## src/rtl/pcie_dma_pkg.sv

```systemverilog
// Shared DMA TX/RX types: arbiter state encoding and TX beat/FIFO geometry.
package pcie_dma_pkg;
  typedef enum logic {IDLE = 1'b0, XFER = 1'b1} state_t;

  localparam int TX_BEAT_W     = 266;
  localparam int TX_FIFO_DEPTH = 8;
endpackage

```

## src/rtl/pcie_tx_fifo_arb_rr_pick.sv

```systemverilog
// Combinational round-robin selector: first requester after i_last, with wrap-around.
// Zero latency; no backpressure (pure function of the request vector).
module rr_pick #(
  parameter int NUM_REQ = 4,
  parameter int IDX_W   = 2
) (
  input  logic [NUM_REQ-1:0] i_req,
  input  logic [IDX_W-1:0]   i_last,
  output logic [IDX_W-1:0]   o_gnt,
  output logic               o_any
);
  int w_idx;

  // Walk downward so the nearest requester after i_last is the final assignment.
  always_comb begin
    o_gnt = i_last;
    w_idx = 0;
    for (int k = NUM_REQ; k >= 1; k--) begin
      w_idx = int'(i_last) + k;
      if (w_idx >= NUM_REQ) w_idx = w_idx - NUM_REQ;
      if (i_req[w_idx[IDX_W-1:0]]) o_gnt = w_idx[IDX_W-1:0];
    end
  end

  assign o_any = |i_req;
endmodule

```

## src/rtl/pcie_tx_fifo_arb.sv

```systemverilog
// Packet-level round-robin arbiter pushing NUM_REQ channel streams into one TX beat FIFO.
// 1-cycle grant, then same-cycle push per beat; fifoFull stalls, fifoAlmostFull blocks new grants.
module pcie_tx_fifo_arb
  import pcie_dma_pkg::*;
#(
  parameter int NUM_REQ   = 4,
  parameter int DATA_W    = TX_BEAT_W,
  parameter int MAX_BEATS = 64,
  parameter int IDX_W     = $clog2(NUM_REQ)
) (
  input  logic                      clockCore,
  input  logic                      resetCore,
  input  logic [NUM_REQ-1:0]        reqValid,
  input  logic [NUM_REQ-1:0]        reqLast,
  input  logic [NUM_REQ*DATA_W-1:0] reqData,
  output logic [NUM_REQ-1:0]        reqReady,
  output logic                      fifoPush,
  output logic [DATA_W-1:0]         fifoDataIn,
  input  logic                      fifoFull,
  input  logic                      fifoAlmostFull,
  output logic                      busy,
  output logic [IDX_W-1:0]          owner,
  output logic                      protoErr,
  output logic                      pktDone
);
  localparam int CNT_W = $clog2(MAX_BEATS + 1);

  state_t             r_state;
  logic [IDX_W-1:0]   r_owner;
  logic [CNT_W-1:0]   r_cnt;
  logic               r_err;
  logic               r_done;

  logic [IDX_W-1:0]   w_gnt;
  logic               w_any;
  logic               w_xfer;
  logic               w_last;
  logic               w_wdog;
  logic [NUM_REQ-1:0] w_rdy;
  logic [DATA_W-1:0]  w_sel;

  rr_pick #(
    .NUM_REQ (NUM_REQ),
    .IDX_W   (IDX_W)
  ) u_rr_pick (
    .i_req  (reqValid),
    .i_last (r_owner),
    .o_gnt  (w_gnt),
    .o_any  (w_any)
  );

  always_comb begin
    w_rdy = '0;
    w_sel = '0;
    for (int i = 0; i < NUM_REQ; i++) begin
      if (r_owner == IDX_W'(i)) begin
        w_rdy[i] = (r_state == XFER) & ~fifoFull;
        w_sel    = reqData[i*DATA_W +: DATA_W];
      end
    end
  end

  assign w_xfer = (r_state == XFER) & reqValid[r_owner] & ~fifoFull;
  assign w_last = reqLast[r_owner];
  // Counter reaching MAX_BEATS on this beat without an end marker trips the watchdog.
  assign w_wdog = ~w_last & (r_cnt == CNT_W'(MAX_BEATS - 1));

  always_ff @(posedge clockCore or posedge resetCore) begin
    if (resetCore) begin
      r_state <= IDLE;
      r_owner <= IDX_W'(NUM_REQ - 1);
      r_cnt   <= '0;
      r_err   <= 1'b0;
      r_done  <= 1'b0;
    end else begin
      r_done <= 1'b0;
      case (r_state)
        IDLE: begin
          if (w_any && !fifoAlmostFull) begin
            r_owner <= w_gnt;
            r_cnt   <= '0;
            r_state <= XFER;
          end
        end
        XFER: begin
          if (w_xfer) begin
            if (r_cnt != CNT_W'(MAX_BEATS)) r_cnt <= r_cnt + CNT_W'(1);
            if (w_last) begin
              r_done  <= 1'b1;
              r_state <= IDLE;
            end else if (w_wdog) begin
              r_err   <= 1'b1;
              r_state <= IDLE;
            end
          end
        end
        default: r_state <= IDLE;
      endcase
    end
  end

  assign reqReady   = w_rdy;
  assign fifoPush   = w_xfer;
  assign fifoDataIn = w_sel & {DATA_W{w_xfer}};
  assign busy       = (r_state == XFER);
  assign owner      = r_owner;
  assign protoErr   = r_err;
  assign pktDone    = r_done;
endmodule

```

## config.mk

```make
export PLATFORM = sky130hd
export DESIGN_NAME = pcie_tx_fifo_arb
export DESIGN_NICKNAME = d
export VERILOG_FILES = /design/src/rtl/pcie_dma_pkg.sv /design/src/rtl/pcie_tx_fifo_arb_rr_pick.sv /design/src/rtl/pcie_tx_fifo_arb.sv
export SDC_FILE = /design/constraint.sdc
export NUM_CORES = 1
export LEC_CHECK = 0
export BUFFER_PORTS_ARGS = -buffer_cell sky130_fd_sc_hd__buf_2
export CORE_AREA = 2 2 527 529
export DETAILED_ROUTE_END_ITERATION = 16
export DIE_AREA = 0 0 529 531
export PLACE_DENSITY = 0.3
export SETUP_SLACK_MARGIN = 0.3
export SLEW_MARGIN = 0
export SYNTH_ARGS = -nofsm -noshare
export SYNTH_HDL_FRONTEND = slang
export SYNTH_SLANG_ARGS = --single-unit
export TNS_END_PERCENT = 5
```

## constraint.sdc

```tcl
create_clock -name clockCore -period 5.9 [get_ports clockCore]
set_input_delay 0.885 -clock clockCore [delete_from_list [all_inputs] [get_ports clockCore]]
set_output_delay 0.885 -clock clockCore [all_outputs]
set_load 0.03 [all_outputs]
```

* Word-level counts from Yosys, hierarchy flattened
Cells that the tools add are included.
Word-level totals: bits of input ports 1076, output and inout port bits 276, logic and storage cells 87, flip-flop bits (word level) 12
Cells by class: bitwise gates (word level) 8, add/subtract/negate cells 9, magnitude comparators 9, reduce and logical (&&, ||, !) cells 8, mux-type cells 40, equal/unequal tests 8
Operator list (number):
- 266-bit 2-to-1 mux | 4
- 266-bit bitwise AND | 1
- 7-bit 2-to-1 mux | 3
- 1-bit 2-to-1 mux | 17
- 2-bit 2-to-1 mux | 8
- 2-bit by 3-bit less-than comparator with 1-bit output, second input constant | 5
- 7-bit case mux with 2 select lines | 1
- 1-bit binary-select mux with 2-bit select | 6
- 3-bit >= comparator, second input constant | 3
- 2-bit by 1-bit subtractor with 2-bit output, second input constant | 4
- 7-bit by 1-bit adder with 7-bit output, second input constant | 1
- 7-bit by 6-bit == test with 1-bit output, second input constant | 1
- 7-bit inequality test, second input constant | 1
- 2-bit by 2-bit adder with 3-bit output, second input constant | 2
- 3-bit AND reduction | 2
- 2-bit by 3-bit adder with 4-bit output, second input constant | 1
- 1-bit bitwise AND | 4
- 2-bit == test, second input constant | 2
- 4-bit by 3-bit >= comparator with 1-bit output, second input constant | 1
- 2-bit by 1-bit inequality test with 1-bit output, second input constant | 2
- 4-bit AND reduction | 1
- 4-bit nonzero test | 1
- 4-bit OR reduction | 1
- 2-bit by 1-bit adder with 3-bit output, second input constant | 1
- 7 further kinds | 9

* Logic depth before layout (Yosys ltp)
Gate-level depths: netlist of run 1.
depth in word-level cells 9, depth in mapped cells 9, mapped depth without buffers 6

* Hierarchy
Synthesis of run 1 repeated with hierarchy kept, for this count alone.
Second synthesis, totals: cell total of the unflattened synthesis 713, area total of the unflattened synthesis 8879.8 µm²
Modules (own cells, without submodules):
- pcie_tx_fifo_arb | cells an instance 699, seq. area each 302.8 µm², instances 1, area an instance 8797.2 µm²
- rr_pick | cells an instance 14, seq. area each 0.0 µm², instances 1, area an instance 82.6 µm²

* Least setup slack after synthesis of run 1
OpenSTA, ideal clock, no wires.
path kind reg-to-output, start register r_owner[1] (netlist: owner[1]), end output fifoDataIn[246], arrival time 2.442 ns, setup slack 2.573 ns, path buffers 3, required time 5.015 ns, cell stages (with the launch flop) 10, cell sequence dfstp_2 -> inv_1 -> ha_1 -> buf_4 -> buf_4 -> clkbuf_1 -> nor2b_1 -> a221oi_1 -> a211o_1 -> a21oi_1
Between the ends: word-level cells in the longest chain between the ends 6, elaborated cells on any way between the ends 13, classes of those cells eq/ne (3); mux (6); bitwise (3); reduce/logical (1)
RTL lines:
- start: declaration | line pcie_tx_fifo_arb.sv:29 | logic [IDX_W-1:0] r_owner;
- start signal: assignment | line pcie_tx_fifo_arb.sv:71 | r_owner <= IDX_W'(NUM_REQ - 1);
- start signal: assignment | line pcie_tx_fifo_arb.sv:80 | r_owner <= w_gnt;
- 2-bit logical NOT | line pcie_tx_fifo_arb.sv:56 | if (r_owner == IDX_W'(i)) begin
- 266-bit 2-to-1 mux (4 in series) | line pcie_tx_fifo_arb.sv:56
- 266-bit bitwise AND * | line pcie_tx_fifo_arb.sv:104 | assign fifoDataIn = w_sel & {DATA_W{w_xfer}};
- end: declaration | line pcie_tx_fifo_arb.sv:18 | output logic [DATA_W-1:0] fifoDataIn,
Every way passes the cells marked *; elsewhere a longest branch is shown, timed or not. The select of a mux whose other input is x is not followed.

* Worst setup path after layout of run 1
start register r_owner[1] (netlist: owner[1]), end output fifoDataIn[53]
Same word-level chain as after synthesis.

==> flow_metrics.tcl, run 1 <==
set metrics [dict create \
    finalSetupTns_ns 0 \
    setup_viol 0 \
    power_density_nw_per_um2 444 \
    finalPower_mw 10.2 \
    post_cts_buffers 0 \
    min_path_type "flop to flop" \
    cts_tree "built" \
    finalNonFillerCells 6875 \
    netlist_area_um2 11700 \
    grt_usage_pct 15.3 \
    critPathKind "flop to output pin" \
    cp_cell_sequence "inv_1 -> ha_4 -> buf_12 -> buf_4 -> nor2b_1 -> a221oi_1 -> a211o_1 -> a21oi_1 -> buf_2" \
    status "complete, no violations" \
    cts_resized 0 \
    drv_cap 0 \
    synth_xor_area_share_pct 0.225 \
    synth_top_family_by_area "compound AO/OA/AOI/OAI gates" \
    ctsLongestPathBuffers 2 \
    endpoint "fifoDataIn[53]" \
    gp_congestion 0.975 \
    synth-compound-area-share_pct 52.0 \
    initialDrtViolationCount 1926 \
    setup_slack_ns 1.29 \
    io_buffers 1351 \
    dpl.hpwl_um 209000 \
    cts_buffers 3 \
    fin_skew_ns 0.00654 \
    worstRegToRegCells 5 \
    coreArea_um2 275000 \
    fp.dieH_um 531 \
    first_global_vias 20700 \
    ctsHtreeMaxLevel 1 \
    met1_usage_pct 16.6 \
    worstReg2RegEnd "r_cnt[4]$_DFFE_PP0P_" \
    pre_cts_ws_ns 1.23 \
    period_share_pct 78.1 \
    synth_ff_type "dfrtp_1" \
    clkTransAtPathRegs_ns 0.04 \
    finish.utilization_pct 8.38 \
    use_met2_pct 23.7 \
    overflow 0 \
    synth.net_count 3002 \
    critPathMaxStageDelay_ns 0.66 \
    crit_slowest_cell "dfstp_2" \
    synthSimpleGateAreaFrac_pct 24.4 \
    synth-adder-area-share_pct 0.643 \
    rsz0062_at_grt "no" \
    min_from "protoErr$_DFFE_PP0P_" \
    io_pins 1352 \
    postCtsHoldBufs 0 \
    finalHoldViolations 0 \
    rrSetupSlack_ns 2.69 \
    ys_ff_latch 12 \
    wl_per_cell_um 33.2 \
    drc 0 \
    synth-edff-count 0 \
    dp_cells 6715 \
    drt_wl_total_um 228000 \
    yosysWarnings 0 \
    crit_fanout 55 \
    start_util_pct 4.24 \
    area_growth_pct 97.5 \
    synth.area.mux_share_pct 1.29 \
    cts_sinks 12 \
    vias 23200 \
    grt_pass1_wl_um 269000 \
    layout-drive-gt1-share_pct 46.4 \
    clkLatencyLatePin_ns 0.25 \
    r2r_start "owner[0]$_DFFE_PP1P_" \
    nets 4195 \
    worstPathRequired_ns 5.02 \
    syn_area_per_cell_um2 6.08 \
    timing.fmax_mhz 217 \
    antenna_found_initial 474 \
    via_per_inst 3.37 \
    finalMaxSlewViolations 0 \
    cp-start-kind "flop" \
    syn_inst 1920 \
    p_leak_nw 10.7 \
    row_count 193 \
    grtUsageMet3_pct 9.86 \
    crit_path_end_kind "output pin" \
    dr.pass1.iters 7 \
    worst_slew_pin_slew_ns 1.13 \
    ys_seq_area_share_pct 2.59 \
    grt_max_degree 106 \
    die_width_um 529 \
    period_minus_slack_ns 4.61 \
    crit_start "owner[1]$_DFFE_PP1P_" \
    dieArea_um2 281000 \
    synthDistinctLibCells 38 \
    cp_data_arrival_time_ns 3.72 \
    gr-max-usage-layer "met2" \
    final_antenna_net_count 0 \
    synthArstFlopShare_pct 100 \
    clock-root-buffer "clkbuf_16" \
    vdd_ir_drop_max_uv 181 \
    relSlewSlack_pct 24.4 \
]
## sequential cells by signal, indices dropped and copies added (netlist names)
signal,flops
owner,2
pktDone,1
r_cnt,7
protoErr,1
busy,1
## worst min path at each step
| stage | depth (start not counted) | end | slack (ns) |
|---|---|---|---|
| 2_1_floorplan | 1 | r_cnt[4]$_DFFE_PP0P_ | 0.48 |
| 3_3_place_gp | 2 | protoErr$_DFFE_PP0P_ | 0.46 |
| 3_5_place_dp | 2 | protoErr$_DFFE_PP0P_ | 0.46 |
| 4_1_cts | 2 | protoErr$_DFFE_PP0P_ | 0.47 |
| 5_1_grt | 2 | protoErr$_DFFE_PP0P_ | 0.50 |
| 6_report | 2 | protoErr$_DFFE_PP0P_ | 0.47 |
## area by class of cell
type,count,area [um2]
clock buffers,4,88.8
inverters,274,1030
flip-flops and latches,12,303
repair buffers,1427,7510
well taps,3607,4510
diodes,156,390
multi-input cells,1395,9230
fillers,33000,252000
## worst max-delay path: cells and delay by family, from the launching register on
kind / cells / cell delay, ns
adder cells (fa/ha/maj): 1 / 0.38
buffers and inverters: 4 / 1.08
AND/OR/NAND/NOR: 1 / 0.33
AO/OA/AOI/OAI: 3 / 0.86
flip-flops: 1 / 0.66
## power by group
group          total, mW  switching, mW  internal, mW
logic               9.95           6.91          3.04
registers          0.161         0.0512         0.109
clock network      0.142         0.0394         0.103
total               10.2           7.00          3.25
## synth_stat cells (6+ instances only)
cell / number / area share (%)
buf_2: 56 / 2.4
and2_1: 8 / 0.43
a21oi_1: 266 / 11
a211o_1: 266 / 20
mux2i_1: 6 / 0.51
buf_4: 30 / 1.9
a221oi_1: 266 / 20
ha_1: 6 / 0.64
nand2_1: 271 / 8.7
buf_6: 12 / 1.2
dfrtp_1: 10 / 2.1
nor2b_1: 267 / 14
inv_1: 273 / 8.8
clkbuf_1: 136 / 4.4
## cells by family after synthesis
| group | count (synthesis) |
|---|---|
| buffers and inverters | 513 |
| DFF | 12 |
| muxes | 11 |
| adders and majority gates | 6 |
| xor gates and xnor gates | 3 |
| and+or+nand+nor | 566 |
| AOI/OAI and AO/OA | 809 |
## cell usage in the layout (no fill, tap or decap), drive strengths merged
master | netlist | final
a211o | 266 | 266
mux2i | 6 | 6
mux4 | 3 | 3
and2 | 8 | 8
nor3 | 3 | 3
dfstp | 2 | 2
a21oi | 266 | 266
mux2 | 2 | 2
nor2 | 3 | 3
xor2 | 1 | 1
inv | 274 | 274
buf | 103 | 1427
nand4b | 1 | 1
xnor2 | 2 | 2
ha | 6 | 6
nand4 | 1 | 1
a211oi | 1 | 1
nand2 | 273 | 273
a31oi | 1 | 1
dfrtp | 10 | 10
o31ai | 3 | 3
clkbuf | 136 | 4
nor2b | 267 | 267
diode | 0 | 156
o211ai | 2 | 2
and3 | 2 | 2
or3 | 1 | 1
a221o | 1 | 1
nand3 | 5 | 5
nor4 | 2 | 2
o21ai | 2 | 2
o31a | 1 | 1
a221oi | 266 | 266
## layer usage
layer	wire length [um]	share of wire, %
met1	82600	36
met2	97000	43
met3	34900	15
met4	11600	5.1
met5	2080	0.91
## metrics by stage
| step | hold slack (ns) | instance area [um2] |
|---|---|---|
| final | 0.474 | 23100 |
| after global routing | 0.502 | 22900 |
| after CTS | 0.472 | 22700 |
| after detailed placement | 0.459 | 22600 |
| after global placement | 0.464 | 22600 |
| after floorplan | 0.480 | 11700 |
(Power assumes the default switching activity.)
==> inputs of run 2 (changes only) <==
ABC_AREA = 1   (was not set)
CORE_AREA = 2 2 534 536   (was 2 2 527 529)
DIE_AREA = 0 0 536 538   (was 0 0 529 531)
clock period = 4.6 ns   (was 5.9 ns; I/O delays follow)
==> flow_metrics.tcl, run 2 <==
set metrics [dict create \
    status "complete, no violations" \
    final_antenna_net_count 0 \
    fill_cells 34300 \
    netlist.area_leader.share_pct 30.9 \
    wl_per_cell_um 34.5 \
    cp-start-kind "flop" \
    pre_cts_ws_ns 0.528 \
    finalSetupTns_ns 0 \
    area_growth_pct 119 \
    power_density_nw_per_um2 653 \
    period_minus_slack_ns 4.11 \
    syn_inst 2258 \
    nets 4571 \
    rsz0062_at_grt "no" \
    final_common_cell "buf_2" \
    fp.dieH_um 538 \
    multiInputGateArea_um2 8980 \
    top_register "r_cnt" \
    dpl.hpwl_um 235000 \
    largest_reg_flops 7 \
    clock-root-buffer "clkbuf_16" \
    gp_congestion 0.945 \
    clkLatencyLatePin_ns 0.26 \
    yosysWarnings 0 \
    synthDistinctLibCells 28 \
    row_count 196 \
    synthArstFlopShare_pct 100 \
    fin_skew_ns 0.0101 \
    initialDrtViolationCount 2207 \
    via_per_inst 3.30 \
    final_cell_mix "buf_2 (1331), nand2_1 (857), nand3_1 (291)" \
    finalHoldViolations 0 \
    cts_tree "built" \
    post_cts_buffers 0 \
    drv_cap 0 \
    ctsLongestPathBuffers 2 \
    coreArea_um2 283000 \
    yosysMostFrequentCell "nand2_1" \
    io_pins 1352 \
    netlist_area_um2 10400 \
    antenna_found_initial 380 \
    grt_pass1_wl_um 304000 \
    worstPathRequired_ns 3.91 \
    min_path_type "flop to flop" \
    cts_resized 1 \
    synth-edff-count 0 \
    ctsHtreeMaxLevel 1 \
    vdd_ir_drop_max_uv 218 \
    cp_data_arrival_time_ns 3.42 \
    setup_viol 0 \
    synth_ff_type "dfrtp_1" \
    io_buffers 1351 \
    grt_usage_pct 16.8 \
    synthSimpleGateAreaFrac_pct 55.9 \
    ys_seq_area_share_pct 2.90 \
    p_leak_nw 10.8 \
    timing.fmax_mhz 243 \
    synth-adder-area-share_pct 0.720 \
    die_width_um 536 \
    crit_fanout 37 \
    synth_xor_area_share_pct 0.168 \
    crit_path_end_kind "output pin" \
    final-seq-area_um2 303 \
    synth-compound-area-share_pct 28.9 \
    finalMaxSlewViolations 0 \
    layout-drive-gt1-share_pct 42.5 \
    worst_slew_pin_slew_ns 0.972 \
    cts_sinks 12 \
    yosys.area.top_type "nand2_1" \
    finish.instance_area_um2 22800 \
    overflow 0 \
    synth.net_count 3340 \
    dieArea_um2 288000 \
    postPlaceCellArea_um2 22300 \
    grt_max_degree 106 \
    cts_buffers 3 \
    synth_top_family_by_area "simple AND/OR/NAND/NOR gates" \
    drc 0 \
    dr.pass1.iters 5 \
    synth.area.mux_share_pct 0 \
    start_util_pct 3.68 \
    clkTransAtPathRegs_ns 0.06 \
    drt_wl_total_um 256000 \
    setup_slack_ns 0.486 \
    synthTopCellsByArea "nand2_1 (31%), o22ai_1 (16%), nand3_1 (14%), a21oi_1 (13%), nor2_1 (10%)" \
    relSlewSlack_pct 35.2 \
    first_global_vias 23100 \
    syn_area_per_cell_um2 4.62 \
    ys_ff_latch 12 \
    vias 24500 \
    critPathKind "flop to output pin" \
    period_share_pct 89.4 \
    postCtsHoldBufs 0 \
    synth_top_cells_by_count "nand2_1 (858), nand3_1 (291), nor2_1 (282)" \
]
[run 2: cell count changes in the layout (fill, tap and decap cells not counted), moves of 5 or more]
| cell | change |
|---|---|
| and2_1 | -8 |
| mux2i_1 | -6 |
| buf_12 | +31 |
| nand2_1 | +586 |
| diode_2 | +5 |
| o22ai_1 | +265 |
| inv_1 | -254 |
| a221oi_1 | -266 |
| nand3_1 | +286 |
| buf_2 | -20 |
| nor2b_1 | -266 |
| a211o_1 | -266 |
| buf_4 | +25 |
| nor2_1 | +279 |
[run 2: cell families (layout without fill, tap and decap cells)]
| kind of cell | Yosys count | in the layout |
|---|---|---|
| buffers and inverters | 260 | 1490 |
| DFF | 12 | 12 |
| AOI/OAI and AO/OA | 535 | 535 |
| and+or+nand+nor | 1443 | 1443 |
| adders and majority gates | 6 | 6 |
| xor gates and xnor gates | 2 | 2 |
| other | 0 | 161 |
[run 2: per-stage QoR]
step	total power, mW	utilization, %	instances	hold WS, ns
5_1_grt	15.8	7.96	7310	0.495
3_5_place_dp	14.8	7.88	7246	0.451
4_1_cts	15.1	7.91	7250	0.472
2_1_floorplan	7.41	-	2258	0.498
6_report	14.9	8.05	7411	0.471
3_3_place_gp	14.9	7.88	7246	0.445
[run 2: area by class of cell]
class | instances | share of cell area, %
antenna | 161 | 1.77
timing repair buffer | 1463 | 36.0
tap | 3762 | 20.6
inverter | 23 | 0.455
sequential | 12 | 1.33
multi-input combinational | 1986 | 39.4
clock buffer | 4 | 0.390
[run 2: path summary, 6_finish.rpt]
check | endpoint | slack, ns | cells after the start | startpoint
max in group asynchronous | r_cnt[4]$_DFFE_PP0P_ | 3.47 | 2 | resetCore
setup / recovery | fifoDataIn[186] | 0.49 | 9 | owner[0]$_DFFE_PP1P_
hold / removal | protoErr$_DFFE_PP0P_ | 0.47 | 1 | protoErr$_DFFE_PP0P_
min in group asynchronous | r_cnt[2]$_DFFE_PP0P_ | 0.60 | 2 | resetCore
setup reg to reg | r_cnt[5]$_DFFE_PP0P_ | 2.31 | 8 | owner[0]$_DFFE_PP1P_
hold reg to reg | protoErr$_DFFE_PP0P_ | 0.47 | 1 | protoErr$_DFFE_PP0P_
[run 2: routing by layer]
layer  global-route usage (%)  up-vias  share of wire, %
met2                     25.7     1829                42
met1                     20.8    11500                41
met5                    0.609        -              0.65
met4                     2.59      244               2.4
met3                     9.15      643                14
li1                         -    10300                 -
[run 2: where the power goes]
part | switching, mW | internal (mW) | total, mW | leakage, nW
Combinational | 10.6 | 3.89 | 14.5 | 10.6
Sequential | 0.0570 | 0.142 | 0.199 | 0.154
Clock | 0.0715 | 0.133 | 0.204 | 0.0452
[run 2: worst max-delay path, cell delays in order, from the launching register on]
cell     delay (ns)
dfstp_2        0.78
inv_4          0.18
ha_4           0.40
buf_12         0.26
buf_12         0.22
buf_4          0.20
a21oi_1        0.34
o22ai_1        0.13
nor2_1         0.27
buf_2          0.27
